<file path="config.mk">
export PLATFORM = sky130hd
export DESIGN_NAME = apb_timer_sched
export DESIGN_NICKNAME = d
export VERILOG_FILES = /design/src/rtl/apb_timer_pkg.sv /design/src/rtl/apb_timer_rr_arb.sv /design/src/rtl/apb_timer_sched.sv
export SDC_FILE = /design/constraint.sdc
export NUM_CORES = 1
export LEC_CHECK = 0
export ABC_AREA = 1
export CORE_ASPECT_RATIO = 0.8
export CORE_MARGIN = 2
export CORE_UTILIZATION = 41
export DETAILED_ROUTE_END_ITERATION = 10
export PLACE_DENSITY = 0.8
export SYNTH_ARGS = -nofsm -noshare
export SYNTH_HDL_FRONTEND = slang
export SYNTH_SLANG_ARGS = --single-unit
</file>
<file path="constraint.sdc">
create_clock -name HCLK -period 3.25 [get_ports HCLK]
set_input_delay 0.325 -clock HCLK [delete_from_list [all_inputs] [get_ports HCLK]]
set_output_delay 0.325 -clock HCLK [all_outputs]
set_load 0.01 [all_outputs]
</file>
<file path="src/rtl/apb_timer_pkg.sv">
// -----------------------------------------------------------------------------
// apb_timer_pkg
// Shared definitions for the APB timer scheduler slice.
//   REG_TIMER/REG_CTRL/REG_CMP : byte offsets of the timer registers
//   sched_state_e              : scheduler FSM states
//   done_status_e              : completion status reported with done_o
// -----------------------------------------------------------------------------
package apb_timer_pkg;

    localparam logic [7:0] REG_TIMER = 8'h00;
    localparam logic [7:0] REG_CTRL  = 8'h04;
    localparam logic [7:0] REG_CMP   = 8'h08;

    typedef enum logic [3:0] {
        IDLE,
        CTRL_SETUP,
        CTRL_ACC,
        CMP_SETUP,
        CMP_ACC,
        WAIT,
        DIS_SETUP,
        DIS_ACC,
        DONE
    } sched_state_e;

    typedef enum logic [1:0] {
        OK     = 2'b00,
        SLVERR = 2'b01,
        CANCEL = 2'b10
    } done_status_e;

endpackage

</file>
<file path="src/rtl/apb_timer_rr_arb.sv">
// -----------------------------------------------------------------------------
// apb_timer_rr_arb
// Combinational round-robin picker: grants the first asserted request at or
// after the pointer, wrapping around NUM_REQ. The pointer register is owned
// by the caller.
//   req_i       in  NUM_REQ  request vector
//   ptr_i       in  IDX_W    search start position
//   grant_o     out NUM_REQ  one-hot grant
//   grant_idx_o out IDX_W    index of the granted request
//   any_o       out 1        at least one request asserted
// -----------------------------------------------------------------------------
module apb_timer_rr_arb #(
    parameter int NUM_REQ = 4,
    parameter int IDX_W   = (NUM_REQ > 1) ? $clog2(NUM_REQ) : 1
) (
    input  logic [NUM_REQ-1:0] req_i,
    input  logic [IDX_W-1:0]   ptr_i,
    output logic [NUM_REQ-1:0] grant_o,
    output logic [IDX_W-1:0]   grant_idx_o,
    output logic               any_o
);

    logic [IDX_W:0]   pos;
    logic [IDX_W-1:0] idx;

    // Walk the channels starting at the pointer; the first hit wins and
    // later hits are masked by any_o. The extra position bit lets the wrap
    // work for channel counts that are not a power of two.
    always_comb begin
        grant_o     = '0;
        grant_idx_o = '0;
        any_o       = 1'b0;
        pos         = '0;
        idx         = '0;
        for (int i = 0; i < NUM_REQ; i++) begin
            pos = {1'b0, ptr_i} + (IDX_W+1)'(i);
            if (pos >= (IDX_W+1)'(NUM_REQ)) begin
                pos = pos - (IDX_W+1)'(NUM_REQ);
            end
            idx = pos[IDX_W-1:0];
            if (!any_o && req_i[idx]) begin
                any_o        = 1'b1;
                grant_o[idx] = 1'b1;
                grant_idx_o  = idx;
            end
        end
    end

endmodule

</file>
<file path="src/rtl/apb_timer_sched.sv">
// -----------------------------------------------------------------------------
// apb_timer_sched
// Shares one APB compare timer among NUM_REQ requesters. A request is granted
// round-robin, the timer is programmed (CTRL = prescaler, CMP = ticks), the
// compare IRQ (or a cancel from the owner) is awaited, the compare is disarmed
// by writing CMP = 0, and a one-cycle done pulse with status goes to the owner.
//   HCLK, HRESETn  clock, asynchronous active-low reset
//   req_valid_i    per-channel request;  req_ready_o one-hot accept
//   req_ticks_i    per-channel compare value (32 bits each, packed)
//   req_presc_i    per-channel prescaler value (32 bits each, packed)
//   req_cancel_i   level cancel, honoured only for the owner in WAIT
//   done_o         one-cycle completion pulse to the owner
//   done_status_o  00 ok, 01 slave error, 10 cancelled
//   busy_o         a timeout is in progress
//   PADDR..PENABLE write-only APB master towards the timer
//   PREADY/PSLVERR APB slave response
//   irq_cmp_i      timer compare-match pulse
// -----------------------------------------------------------------------------
module apb_timer_sched
    import apb_timer_pkg::*;
#(
    parameter int                        NUM_REQ        = 4,
    parameter int                        APB_ADDR_WIDTH = 12,
    parameter logic [APB_ADDR_WIDTH-1:0] TIMER_BASE     = '0
) (
    input  logic                      HCLK,
    input  logic                      HRESETn,
    input  logic [NUM_REQ-1:0]        req_valid_i,
    output logic [NUM_REQ-1:0]        req_ready_o,
    input  logic [NUM_REQ*32-1:0]     req_ticks_i,
    input  logic [NUM_REQ*32-1:0]     req_presc_i,
    input  logic [NUM_REQ-1:0]        req_cancel_i,
    output logic [NUM_REQ-1:0]        done_o,
    output logic [1:0]                done_status_o,
    output logic                      busy_o,
    output logic [APB_ADDR_WIDTH-1:0] PADDR,
    output logic [31:0]               PWDATA,
    output logic                      PWRITE,
    output logic                      PSEL,
    output logic                      PENABLE,
    input  logic                      PREADY,
    input  logic                      PSLVERR,
    input  logic                      irq_cmp_i
);

    localparam int IDX_W = (NUM_REQ > 1) ? $clog2(NUM_REQ) : 1;

    localparam logic [APB_ADDR_WIDTH-1:0] ADDR_CTRL = TIMER_BASE + APB_ADDR_WIDTH'(REG_CTRL);
    localparam logic [APB_ADDR_WIDTH-1:0] ADDR_CMP  = TIMER_BASE + APB_ADDR_WIDTH'(REG_CMP);

    sched_state_e     state_q, state_d;
    done_status_e     status_q, status_d;
    logic [IDX_W-1:0] owner_q;
    logic [IDX_W-1:0] rr_ptr_q;
    logic [31:0]      ticks_q;
    logic [31:0]      presc_q;

    logic [NUM_REQ-1:0] arb_grant;
    logic [IDX_W-1:0]   arb_idx;
    logic               arb_any;
    logic               grant_fire;

    logic [31:0] ticks_arr [NUM_REQ];
    logic [31:0] presc_arr [NUM_REQ];

    for (genvar g = 0; g < NUM_REQ; g++) begin : g_unpack
        assign ticks_arr[g] = req_ticks_i[g*32 +: 32];
        assign presc_arr[g] = req_presc_i[g*32 +: 32];
    end

    apb_timer_rr_arb #(
        .NUM_REQ (NUM_REQ),
        .IDX_W   (IDX_W)
    ) u_arb (
        .req_i       (req_valid_i),
        .ptr_i       (rr_ptr_q),
        .grant_o     (arb_grant),
        .grant_idx_o (arb_idx),
        .any_o       (arb_any)
    );

    // State, status and the request snapshot. The snapshot (owner, ticks,
    // prescaler) is only taken on a grant, so requesters may change their
    // inputs freely afterwards. The pointer moves past the winner so the
    // next search starts at the following channel.
    always_ff @(posedge HCLK or negedge HRESETn) begin
        if (!HRESETn) begin
            state_q  <= IDLE;
            status_q <= OK;
            owner_q  <= '0;
            rr_ptr_q <= '0;
            ticks_q  <= '0;
            presc_q  <= '0;
        end else begin
            state_q  <= state_d;
            status_q <= status_d;
            if (grant_fire) begin
                owner_q  <= arb_idx;
                ticks_q  <= ticks_arr[arb_idx];
                presc_q  <= presc_arr[arb_idx];
                rr_ptr_q <= (arb_idx == IDX_W'(NUM_REQ-1)) ? '0 : arb_idx + 1'b1;
            end
        end
    end

    // Next state and all outputs. The bus outputs are decoded from the state
    // alone, so an asynchronous reset drops PSEL/PENABLE immediately. Each
    // write is a SETUP state followed by an ACCESS state that holds until
    // PREADY; address and data come from the state, so they cannot move
    // during a stalled access.
    always_comb begin
        state_d       = state_q;
        status_d      = status_q;
        grant_fire    = 1'b0;
        req_ready_o   = '0;
        done_o        = '0;
        done_status_o = 2'b00;
        busy_o        = (state_q != IDLE);
        PSEL          = 1'b0;
        PENABLE       = 1'b0;
        PADDR         = '0;
        PWDATA        = '0;

        unique case (state_q)
            IDLE: begin
                if (arb_any) begin
                    grant_fire  = 1'b1;
                    req_ready_o = arb_grant;
                    status_d    = OK;
                    state_d     = (ticks_arr[arb_idx] == 32'd0) ? DONE : CTRL_SETUP;
                end
            end
            CTRL_SETUP: begin
                PSEL    = 1'b1;
                PADDR   = ADDR_CTRL;
                PWDATA  = presc_q;
                state_d = CTRL_ACC;
            end
            CTRL_ACC: begin
                PSEL    = 1'b1;
                PENABLE = 1'b1;
                PADDR   = ADDR_CTRL;
                PWDATA  = presc_q;
                if (PREADY) begin
                    if (PSLVERR) begin
                        status_d = SLVERR;
                        state_d  = DIS_SETUP;
                    end else begin
                        state_d  = CMP_SETUP;
                    end
                end
            end
            CMP_SETUP: begin
                PSEL    = 1'b1;
                PADDR   = ADDR_CMP;
                PWDATA  = ticks_q;
                state_d = CMP_ACC;
            end
            CMP_ACC: begin
                PSEL    = 1'b1;
                PENABLE = 1'b1;
                PADDR   = ADDR_CMP;
                PWDATA  = ticks_q;
                if (PREADY) begin
                    if (PSLVERR) begin
                        status_d = SLVERR;
                        state_d  = DIS_SETUP;
                    end else begin
                        state_d  = WAIT;
                    end
                end
            end
            WAIT: begin
                // The IRQ is checked first so a simultaneous cancel loses.
                if (irq_cmp_i) begin
                    status_d = OK;
                    state_d  = DIS_SETUP;
                end else if (req_cancel_i[owner_q]) begin
                    status_d = CANCEL;
                    state_d  = DIS_SETUP;
                end
            end
            DIS_SETUP: begin
                PSEL    = 1'b1;
                PADDR   = ADDR_CMP;
                state_d = DIS_ACC;
            end
            DIS_ACC: begin
                // A slave error on the disarm does not replace the status
                // already decided for this timeout.
                PSEL    = 1'b1;
                PENABLE = 1'b1;
                PADDR   = ADDR_CMP;
                if (PREADY) begin
                    state_d = DONE;
                end
            end
            DONE: begin
                done_o[owner_q] = 1'b1;
                done_status_o   = status_q;
                state_d         = IDLE;
            end
            default: begin
                state_d = IDLE;
            end
        endcase

        PWRITE = PSEL;
    end

endmodule

</file>
After elaboration in Yosys (flattened, before gate mapping):

Index checks and enable logic that the tools add are counted.

* bits in read-only memories: 0
* memories kept: 0
* input bits: 269
* bits in latches: 0
* register bits after elaboration: 74
* memory bits (writable): 0
* word-level logic and storage cells: 141

* add/subtract/negate cells: 8
* $lt $le $gt $ge: 15
* reductions and logical operators: 23
* mux-type cells: 69
* shifts and indexed selects: 0
* divide/modulo/power cells: 0
* equal/unequal tests: 16
* bitwise operators: 4
* multipliers: 0

Operators by type and width (number)
* $bmux 32 s2: 2
* $mux 32: 4
* $pmux 32 s2: 1
* $mux 4: 14
* $logic_not 32->1: 1
* $mux 2: 16
* $pmux 4 s8: 1
* $mux 1: 18
* $eq 4x3->1 const B: 4
* $lt 2x3->1 const B: 5
* $ge 3x3->1 const B: 4
* $or 4x4->4: 3
* $bmux 1 s2: 5
* $demux 1 s2: 5
* $ge 2x1->1 const B: 5
* $reduce_and 5->1: 2
* $eq 4x2->1 const B: 2
* $logic_and 1x1->1: 8
* $ne 2x2->1 const B: 4
* $pmux 4 s2: 1
* $sub 2x1->2 const B: 4
* $add 2x2->3 const B: 2
* $pmux 2 s3: 1
* $reduce_or 2->1: 3
* 17 further kinds: 20

Longest topological paths before layout:

Gate-level depths: netlist of the first run.

* word-level depth: 22
* depth in mapped cells: 23
* gate-level depth less buffers: 21

Hierarchy:

A second synthesis of the first run with hierarchy kept.

* cells, all modules: 984
* area, all modules: 5958.2 sq um

By module, submodules not included
* apb_timer_sched: cells an instance 910, area each 5517.8 sq um, instances 1
* apb_timer_rr_arb: cells an instance 74, area each 440.4 sq um, instances 1

Worst setup path after synthesis of the first run:

No wires, ideal clock.

* kind: flip-flop to flip-flop
* start: reg rr_ptr_q[0]
* end: reg state_q[0]
* required time: 3.133 ns
* cell stages (with the launch flop): 23
* path buffers: 3
* arrival: 2.503 ns
* setup slack: 0.630 ns
* period minus slack after synthesis: 2.620 ns
* cell sequence: dfrtp_1 -> inv_2 -> buf_6 -> ha_1 -> inv_2 -> nand3_1 -> nand2_2 -> nand3b_4 -> nand3_2 -> buf_6 -> buf_6 -> nand2_1 -> nand3_1 -> nand2_1 -> nand2_1 -> nor2_1 -> nand2_1 -> nor2_1 -> nand2_1 -> nand2_1 -> nand2_1 -> nand2_1 -> nand2_1

* word-level cells in the longest chain between the ends: 22

Ends and longest elaborated chain
* from (decl): RTL line apb_timer_sched.sv:54 `logic [IDX_W-1:0] rr_ptr_q;`
* from (signal assigned): RTL line apb_timer_sched.sv:101 `rr_ptr_q <= (arb_idx == IDX_W'(NUM_REQ-1)) ? '0 : arb_idx + 1'b1;`
* parallel branches: the longest is 22 deep, another holds $add 2x1->3
* to (signal assigned): RTL line apb_timer_sched.sv:95 `state_q <= state_d;`
* to (decl): RTL line apb_timer_sched.sv:51 `sched_state_e state_q, state_d;`

Parallel ways; which one is timed is not known. The select of a mux whose other input is x is not followed.
A chain may end at the register's enable or synchronous reset.

Final worst setup path of the first run:

* start: reg rr_ptr_q[1]
* end: out req_ready_o[2]

* word-level cells in the longest chain between the ends: 16

Ends and longest elaborated chain
* parallel branches: the longest is 14 deep, another holds $add 2x1->3
* $mux 4 (*): RTL line apb_timer_sched.sv:126 `if (arb_any) begin`
* $mux 4 (*): RTL line apb_timer_sched.sv:124 `unique case (state_q)`
* to (decl): RTL line apb_timer_sched.sv:29 `output logic [NUM_REQ-1:0] req_ready_o,`

Every way passes the cells marked *. The select of a mux whose other input is x is not followed.

==> flow_summary_export.csv, run 1 <==
group,metric,value,unit
timing,setup_violations,0,
die,dieArea,0.01617,mm²
die,die_w,141.7,µm
die,num_rows,40,
job,maxCapViolCount,0,
place,pre_cts_ws,0.1803,ns
synth,synth_edf_count,0,
power,pwr-share-seq,13.5,%
clocking,clock_path_buffers,2,
outcome,outcome,"completed",
setup_path,required,2.92,ns
synth,synth_top_cell_by_area,"dfrtp_1",
synth,ys.warnings.count,0,
setup_path,cp-start-kind,"register",
global_routing,grtUsageTotal,28.93,%
worst_hold_path,hold_path_class,"in -> async",
setup_path,slowest_delay,0.52,ns
synth,yosys-top-cells-count,"nand2_1, nand3_1, nor2_1, o21ai_0, dfrtp_1",
timing,finalHoldViolCount,0,
timing,slew_headroom,35.26,%
power,leakage,0.004357,µW
global_routing,grt_first_pass_wirelength,37240,µm
die,core,0.01491,mm²
synth,yosysMostFrequentCell,"nand2_1",
route,routedWlPerCell,16.70,µm
final_layout,final_util,65.72,%
timing,fin_ws,0.2261,ns
timing,drv_slew,0,
power,swShare,53.95,%
setup_path,crit_fanout,16,
synth,synth_flop_cell,"dfrtp_1",
die,start_util,41.68,%
power,p_per_area,1264,mW/mm²
route,drt_iter0_drc,672,
global_routing,grt_remaining_overflow,0,
final_layout,diodes,0,
synth,ys_seq_elements,74,
route,drt-total-wl,24240,µm
die,ios,327,
timing,tns,0,ns
place,io_buffers,316,
synth,synth_cell_types,31,
global_routing,grt_start_max_net_pins,75,
clocking,clock_sinks,74,
route,viasPerCell,5.380,
setup_path,cp.arrival,2.70,ns
power,combPwrFrac,78.2,%
clocking,htreeDepth,3,
setup_path,cpLargestDelayFamily,"buffers and inverters",
timing,min_period_over_period,93.04,%
setup_path,crit_chain,"inv_4 > ha_4 > inv_2 > nand3_1 > nand2_2 > nand3b_4 > buf_16 > nand2_2 > inv_4 > nand2_1 > inv_1 > clkdlybuf4s50_1",
power,p_total,12390,µW
clocking,cts_tree,"yes",
synth,ys_async_sr_fraction,100.0,%
timing,tightestPinTransition,0.9711,ns
global_routing,grt_pass1_vias,7198,
synth,synth_area_leaders,"dfrtp_1, nand2_1, nand3_1",
synth,syn_area,0.006216,mm²
synth,yosysSeqAreaShare,29.79,%
timing,rsz0062_at_grt,"no",
clocking,root_buffer,"clkbuf_16",
route,drcViolationCount,0,
clocking,clock_latency,0.33,ns
final_layout,drive_gt1_share,5.626,%
synth,syn_area_per_cell,6.343,µm²
timing,fmax,330.7,MHz
power,p_sw,6685,µW
power,max-vdd-ir-drop,0.7846,mV
clocking,path_clk_slew,0.06,ns
synth,synth_top_cell_area_share,29.79,%
setup_path,worst_setup_path_end_kind,"output pin",
route,vias,7807,
timing,skew,0.007217,ns
setup_path,crit_slowest_cell,"clkdlybuf4s50_1",
timing,fin_crit,3.024,ns
place,gp_congestion,0.9700,
power,p_clk_share,8.3,%
route,first_pass_iters,5,
place,hpwl,18240,µm
synth,synth_cells,980,
route,ant_nets,0,
setup_path,crit_type,"reg -> out",
final_layout,syn_to_final_growth,57.69,%
die,dieHeight,114.1,µm
clocking,cts_buffers,9,
power,p_int,5706,µW
final_layout,nets,1534,
global_routing,antenna_found_initial,0,
setup_path,crit_buf_inv,6,
## timing repair
action,in CTS,in global routing
gates cloned,1,2
gates resized for setup,2,5
pin swaps,0,1
hold endpoints to repair,0,0
setup buffers,0,2
endpoints found under the setup margin,4,7
hold buffers,0,0
## per-layer routing
layer | track usage (%) | share of wire [%] | up-vias
li1 | - | - | 3815
met5 | 0 | 0 | -
met1 | 38.02 | 42 | 3618
met4 | 6.333 | 1.7 | 0
met2 | 49.97 | 49 | 340
met3 | 5.395 | 7.4 | 34
## cells by family (layout without fill, tap and decap cells)
group / count (synthesis) / in the layout / share of synthesized area, %
AND/OR/NAND/NOR: 563 / 564 / 38.91
buffers and inverters: 119 / 391 / 9.964
flip-flops: 74 / 74 / 29.79
multiplexers: 1 / 1 / 0.1610
adder cells (fa/ha/maj): 8 / 8 / 1.610
AO/OA/AOI/OAI: 214 / 214 / 19.50
other: 1 / 10 / 0.06033
## path summary, 6_finish.rpt
path | slack, ns | to | depth (start not counted) | startpoint
max in group asynchronous | 2.47 | presc_q[21] | 1 | HRESETn
hold reg to reg | 0.48 | ticks_q[30] | 2 | ticks_q[30]
hold / removal | 0.15 | presc_q[7] | 1 | HRESETn
min in group HCLK | 0.48 | ticks_q[30] | 2 | ticks_q[30]
setup reg to reg | 0.29 | rr_ptr_q[1] | 13 | rr_ptr_q[0]
setup / recovery | 0.23 | req_ready_o[2] | 12 | rr_ptr_q[1]
## metrics by stage
stage | area (µm²) | cells | hold slack [ns]
5_1_grt | 9802 | 1451 | 0.2286
2_1_floorplan | 6250 | 989 | 0.02941
6_report | 9802 | 1451 | 0.1459
4_1_cts | 9718 | 1447 | 0.1804
3_5_place_dp | 9364 | 1430 | 0.4689
3_3_place_gp | 9364 | 1430 | 0.4630
## state kept, by name, indices dropped and copies added, names as in the netlist
signal and flops:
rr_ptr_q 2, ticks_q 32, status_q 2, owner_q 2, presc_q 32, state_q 4
## layout by cell type, fill, tap and decap left out, types with 4 or more instances in the layout
cell             Yosys  routed
o21bai_1            33      33
nand2_1            262     260
a21oi_1              4       4
conb_1               1      10
nor2_1             126     123
inv_2                5       4
nor3_1               6       5
nand2_2              6       8
clkdlybuf4s50_1      0     315
clkbuf_16            0      10
nand3_2              5       5
ha_1                 8       7
o21ai_1             26      26
buf_4               19      18
inv_1               30      29
o21ai_0            112     112
dfrtp_1             74      74
a31oi_1             33      33
nand3_1            150     150
## power groups by stage
stage	logic [µW]	registers, µW	clock network (µW)
after floorplan	6690	1600	0
after global placement	9370	1670	0
after detailed placement	9420	1680	0
after CTS	9520	1670	1040
after global routing	10800	1720	1090
final	9690	1670	1030
## area by class of cell
cell class              instances  area [µm²]
fillers                      1358        5112
well taps                     189       236.5
clock inverters                 6       72.57
flip-flops and latches         74        1852
multi-input cells             797        3826
inverters                      36       142.6
repair buffers                339        3433
clock buffers                  10       239.0
Note: power is estimated with default switching activity, not from simulation.
==> run 2: changes to the inputs <==
--- a/config.mk
+++ b/config.mk
@@ -10,6 +10,7 @@
 export CORE_MARGIN = 2
 export CORE_UTILIZATION = 41
 export DETAILED_ROUTE_END_ITERATION = 10
+export MAX_ROUTING_LAYER = met4
 export PLACE_DENSITY = 0.8
 export SYNTH_ARGS = -nofsm -noshare
 export SYNTH_HDL_FRONTEND = slang
==> run 2 against run 1 <==
Compared with the run above: largest power group unchanged; clock power barely moved; clock-buffer cell count rose by 1; critical path type unchanged; cell area is 1.4% lower; non-clock buffer count shrank 4; die area is the same; utilization fell by 0.91 points; sequential share of layout area rose by 0.26 points.
==> flow_summary_export.csv, run 2 (synthesis gave the netlist of run 1 again) <==
group,metric,value,unit
setup_path,crit_chain,"inv_2 > ha_1 > inv_2 > nand3_1 > nand2_2 > nor3_1 > nand3_1 > nand4_1 > nand2_1 > inv_1 > clkdlybuf4s50_1",
global_routing,grt_first_pass_wirelength,37450,µm
setup_path,worst_setup_path_end_kind,"output pin",
timing,tightestPinTransition,0.9707,ns
die,dieArea,0.01617,mm²
clocking,ctsHoldBuffers,0,
worst_hold_path,hold_path_class,"in -> async",
power,p_per_area,1263,mW/mm²
final_layout,diodes,0,
final_layout,nets,1529,
route,ant_nets,0,
job,maxCapViolCount,0,
route,drt-total-wl,23920,µm
setup_path,reg2reg_depth,20,
global_routing,top_usage_layer,"met2",
clocking,htreeDepth,3,
die,core,0.01491,mm²
timing,tns,0,ns
final_layout,top_regs,"presc_q x32, ticks_q x32, state_q x4",
route,routedWlPerCell,16.54,µm
global_routing,grt_start_max_net_pins,75,
clocking,cts_buffers,9,
setup_path,cp.arrival,2.70,ns
setup_path,slowest_delay,0.52,ns
power,leakage,0.004280,µW
setup_path,cp-start-kind,"register",
timing,fmax,330.9,MHz
clocking,clock_path_buffers,2,
die,start_util,41.68,%
final_layout,syn_to_final_growth,55.52,%
timing,setup_violations,0,
power,pwr-share-seq,13.7,%
timing,rsz0062_at_grt,"no",
setup_path,critPathLaunch,"rr_ptr_q[1]",
final_layout,multi_input_area,0.003799,mm²
die,dieHeight,114.1,µm
global_routing,grt_pass1_vias,7329,
setup_path,crit_type,"reg -> out",
outcome,outcome,"completed",
power,combPwrFrac,77.7,%
global_routing,gr-usage-met1,37.79,%
clocking,path_clk_slew,0.06,ns
clocking,clock_latency,0.33,ns
die,die_w,141.7,µm
die,ios,327,
timing,finalHoldViolCount,0,
route,first_pass_iters,5,
die,num_rows,40,
global_routing,met2_usage,49.64,%
final_layout,regArea,0.001852,mm²
setup_path,required,2.92,ns
setup_path,crit_fanout,7,
clocking,cts_tree,"yes",
final_layout,fillers,1365,
power,max-vdd-ir-drop,0.6116,mV
setup_path,worst-r2r-setup-slack,0.24,ns
global_routing,antenna_found_initial,0,
route,drcViolationCount,0,
timing,slew_headroom,35.28,%
power,swShare,54.35,%
timing,skew,0.004994,ns
final_layout,drive_gt1_share,5.091,%
route,vias,7747,
power,p_sw,6636,µW
place,hpwl,18340,µm
timing,fin_crit,3.022,ns
power,p_clk_share,8.5,%
global_routing,use_met3,6.441,%
place,io_buffers,316,
place,gp_congestion,1.029,
power,p_int,5574,µW
final_layout,layout_commonest_cell,"clkdlybuf4s50_1",
final_layout,final_util,64.82,%
route,viasPerCell,5.358,
global_routing,grtUsageTotal,29.87,%
final_layout,layout_common_cells,"clkdlybuf4s50_1, nand2_1, nand3_1",
global_routing,grt_remaining_overflow,0,
route,drt_iter0_drc,628,
setup_path,r2r-start,"rr_ptr_q[1]",
clocking,root_buffer,"clkbuf_16",
clocking,clock_sinks,74,
timing,drv_slew,0,
setup_path,crit_slowest_cell,"clkdlybuf4s50_1",
timing,min_period_over_period,92.98,%
run 2: cell count changes in the layout (fill, tap and decap cells not counted), moves of 2 or more:
cell / previous run / this run
clkinv_4: 2 / 0
clkinvlp_4: 1 / 3
inv_2: 4 / 6
inv_4: 3 / 1
run 2: worst max-delay path, delay by kind of cell, from the launching register on:
kind / cells / cell delay (ns)
AND/OR/NAND/NOR: 6 / 0.86
flip-flops: 1 / 0.36
adder cells (fa/ha/maj): 1 / 0.40
buffers and inverters: 4 / 0.74
run 2: path summary, 6_finish.rpt:
| check | end |
|---|---|
| worst max-delay path | req_ready_o[0] |
| worst min-delay path | presc_q[10] |
| worst max register to register | state_q[0] |
| worst min register to register | ticks_q[6] |
| max in group asynchronous | ticks_q[28] |
| min in group HCLK | ticks_q[6] |
run 2: per-stage QoR:
stage | hold slack [ns] | setup slack (ns) | total power (µW) | cells | instance area, µm²
2_1_floorplan | 0.02941 | 0.6300 | 8291 | 989 | 6250
3_3_place_gp | 0.4659 | 0.2252 | 11060 | 1430 | 9351
3_5_place_dp | 0.4747 | 0.1823 | 11150 | 1430 | 9351
4_1_cts | 0.1818 | 0.2286 | 12220 | 1446 | 9666
5_1_grt | 0.2172 | 0.0008660 | 13380 | 1446 | 9667
6_report | 0.1356 | 0.2283 | 12210 | 1446 | 9667
run 2: power groups by stage:
stage	sequential [µW]	clock (µW)	combinational, µW
floorplan	1600	0	6690
global placement	1670	0	9390
detailed placement	1680	0	9470
CTS	1670	1050	9500
global route	1730	1100	10600
finish	1680	1040	9490
run 2: layout make-up:
| cell class | instances | share of cell area (%) |
|---|---|---|
| inverters | 36 | 1.424 |
| well taps | 189 | 2.446 |
| repair buffers | 335 | 34.43 |
| flip-flops and latches | 74 | 19.16 |
| clock inverters | 5 | 0.6342 |
| clock buffers | 11 | 2.615 |
| multi-input cells | 796 | 39.30 |
run 2: layer usage:
layer  up-vias  wire length (µm)
met2       337             11750
li1       3810                 -
met3        33              1824
met1      3567              9939
met4         0               397
met5         -                 0
run 2: timing repair:
action,in CTS,in global routing
endpoints found under the setup margin,0,1
gates resized for setup,0,1
setup buffers,0,0
==> run 3: changes to the inputs <==
==> constraint.sdc (replaced) <==
create_clock -name HCLK -period 3.25 [get_ports HCLK]
set_input_delay 0.325 -clock HCLK [delete_from_list [all_inputs] [get_ports HCLK]]
set_output_delay 0.325 -clock HCLK [all_outputs]
set_load 0.005 [all_outputs]
==> run 3 against run 2 <==
Compared with the run above: clock power rose by 9%; hold slack got worse by 0.011 ns; cell area grew 0.32%; clock-buffer cell count fell by 1; power down 0.40%; register-to-register slack gained 0.03 ns; highest routed layer unchanged.
==> flow_summary_export.csv, run 3 (synthesis gave the netlist of run 1 again) <==
group,metric,value,unit
global_routing,grt_pass1_vias,7238,
die,die_w,141.7,µm
clocking,cts_setup_buffers,0,
route,drcViolationCount,0,
setup_path,required,2.92,ns
global_routing,grt_start_max_net_pins,75,
worst_hold_path,hold_path_class,"in -> async",
timing,rsz0062_at_grt,"no",
clocking,cts.repair.resized,0,
die,num_rows,40,
power,p_int,5708,µW
setup_path,cp.arrival,2.72,ns
setup_path,crit_fanout,11,
job,maxCapViolCount,0,
setup_path,cp-start-kind,"register",
setup_path,worst_setup_path_end_kind,"output pin",
timing,fin_crit,3.045,ns
clocking,cts_tree,"yes",
route,viasPerCell,5.316,
timing,skew,0.004619,ns
timing,slew_headroom,37.30,%
clocking,clock_latency,0.33,ns
global_routing,grtUsageTotal,29.76,%
final_layout,fillers,1368,
clocking,clock_sinks,74,
global_routing,grt_remaining_overflow,0,
timing,fmax,328.4,MHz
timing,finalHoldViolCount,0,
clocking,path_clk_slew,0.06,ns
route,ant_nets,0,
outcome,outcome,"completed",
route,drt_iter0_drc,676,
clocking,root_buffer,"clkbuf_16",
power,p_per_area,1254,mW/mm²
die,dieHeight,114.1,µm
final_layout,top_regs,"presc_q x32, ticks_q x32, state_q x4",
place,hpwl,18380,µm
power,p_clk_share,9.3,%
route,routedWlPerCell,16.60,µm
power,max-vdd-ir-drop,1.025,mV
clocking,htreeDepth,3,
setup_path,cpMostUsedCell,"inv_2",
final_layout,diodes,0,
route,drt-total-wl,23920,µm
setup_path,crit_chain,"inv_2 > ha_1 > inv_2 > nand3_1 > nand2_2 > nand3b_4 > nand2_2 > inv_2 > nand2_1 > inv_1 > clkdlybuf4s50_1",
final_layout,drive_gt1_share,4.712,%
clocking,clock_path_buffers,2,
power,p_sw,6453,µW
clocking,cts_buffers,9,
timing,drv_slew,0,
timing,setup_violations,0,
place,gp_congestion,0.8978,
final_layout,layout_commonest_cell,"clkdlybuf4s50_1",
die,start_util,41.68,%
route,first_pass_iters,5,
power,swShare,53.06,%
die,core,0.01491,mm²
setup_path,slowest_delay,0.49,ns
timing,tightestPinTransition,0.9405,ns
final_layout,nets,1525,
die,dieArea,0.01617,mm²
timing,min_period_over_period,93.69,%
timing,tns,0,ns
clocking,ctsHoldBuffers,0,
global_routing,antenna_found_initial,0,
power,combPwrFrac,76.9,%
global_routing,grt_first_pass_wirelength,37190,µm
setup_path,crit_slowest_cell,"clkdlybuf4s50_1",
final_layout,layout_common_cells,"clkdlybuf4s50_1, nand2_1, nand3_1",
final_layout,final_util,65.03,%
setup_path,r2r-start,"rr_ptr_q[1]",
setup_path,critPathLaunch,"rr_ptr_q[1]",
power,leakage,0.004296,µW
power,pwr-share-seq,13.8,%
setup_path,crit_type,"reg -> out",
final_layout,syn_to_final_growth,56.02,%
place,io_buffers,316,
route,vias,7660,
die,ios,327,
==> run 3: cell count changes in the layout (fill, tap and decap cells not counted), moves of 2 or more <==
cell	delta
clkinvlp_4	-3
buf_12	+3
clkbuf_8	-2
bufinv_16	+2
buf_4	-7
==> run 3: metrics by stage <==
| stage | hold slack, ns | cell area [µm²] | total power (µW) | std cells | worst slack, ns |
|---|---|---|---|---|---|
| floorplan | 0.02941 | 6250 | 8127 | 989 | 0.6300 |
| global placement | 0.4691 | 9359 | 10910 | 1426 | 0.2694 |
| detailed placement | 0.4873 | 9359 | 11020 | 1426 | 0.1702 |
| CTS | 0.1794 | 9692 | 12150 | 1441 | 0.1484 |
| global route | 0.2164 | 9698 | 13330 | 1441 | 0.007380 |
| finish | 0.1249 | 9698 | 12160 | 1441 | 0.2052 |
==> run 3: final cells by class <==
cell class / instances / area [µm²] / share of cell area [%]
Multi-Input combinational cell: 796 / 3804 / 39.22
Clock inverter: 5 / 103.9 / 1.071
Tap cell: 189 / 236.5 / 2.438
Sequential cell: 74 / 1852 / 19.09
Inverter: 36 / 137.6 / 1.419
Timing Repair Buffer: 331 / 3336 / 34.40
Clock buffer: 10 / 229.0 / 2.361
==> run 3: metal layers <==
metal	share of wire, %	GRT usage (%)	wire, µm	up-vias
met5	0	-	0	-
met4	1.6	5.467	388	0
met2	49	50.00	11740	267
li1	-	-	-	3796
met1	42	37.85	10160	3559
met3	6.8	6.023	1624	38
==> run 3: power groups by stage <==
| stage | Combinational (µW) | Clock (µW) | Sequential [µW] |
|---|---|---|---|
| after floorplan | 6520 | 0 | 1600 |
| after global routing | 10400 | 1180 | 1740 |
| after detailed placement | 9330 | 0 | 1690 |
| final | 9350 | 1130 | 1680 |
| after global placement | 9240 | 0 | 1680 |
| after CTS | 9340 | 1140 | 1680 |
==> run 3: final timing paths <==
check	end	slack, ns	cells past startpoint
max	req_ready_o[2]	0.21	11
min	presc_q[7]	0.12	1
max reg2reg	rr_ptr_q[1]	0.27	12
min reg2reg	ticks_q[23]	0.50	2
max in group asynchronous	rr_ptr_q[1]	2.50	1
min in group HCLK	ticks_q[23]	0.50	2
==> run 3: critical path: cells and delay by family (launching register included) <==
family / cells / cell delay, ns
adders and majority gates: 1 / 0.32
buffers and inverters: 5 / 0.96
DFF: 1 / 0.39
and+or+nand+nor: 5 / 0.73
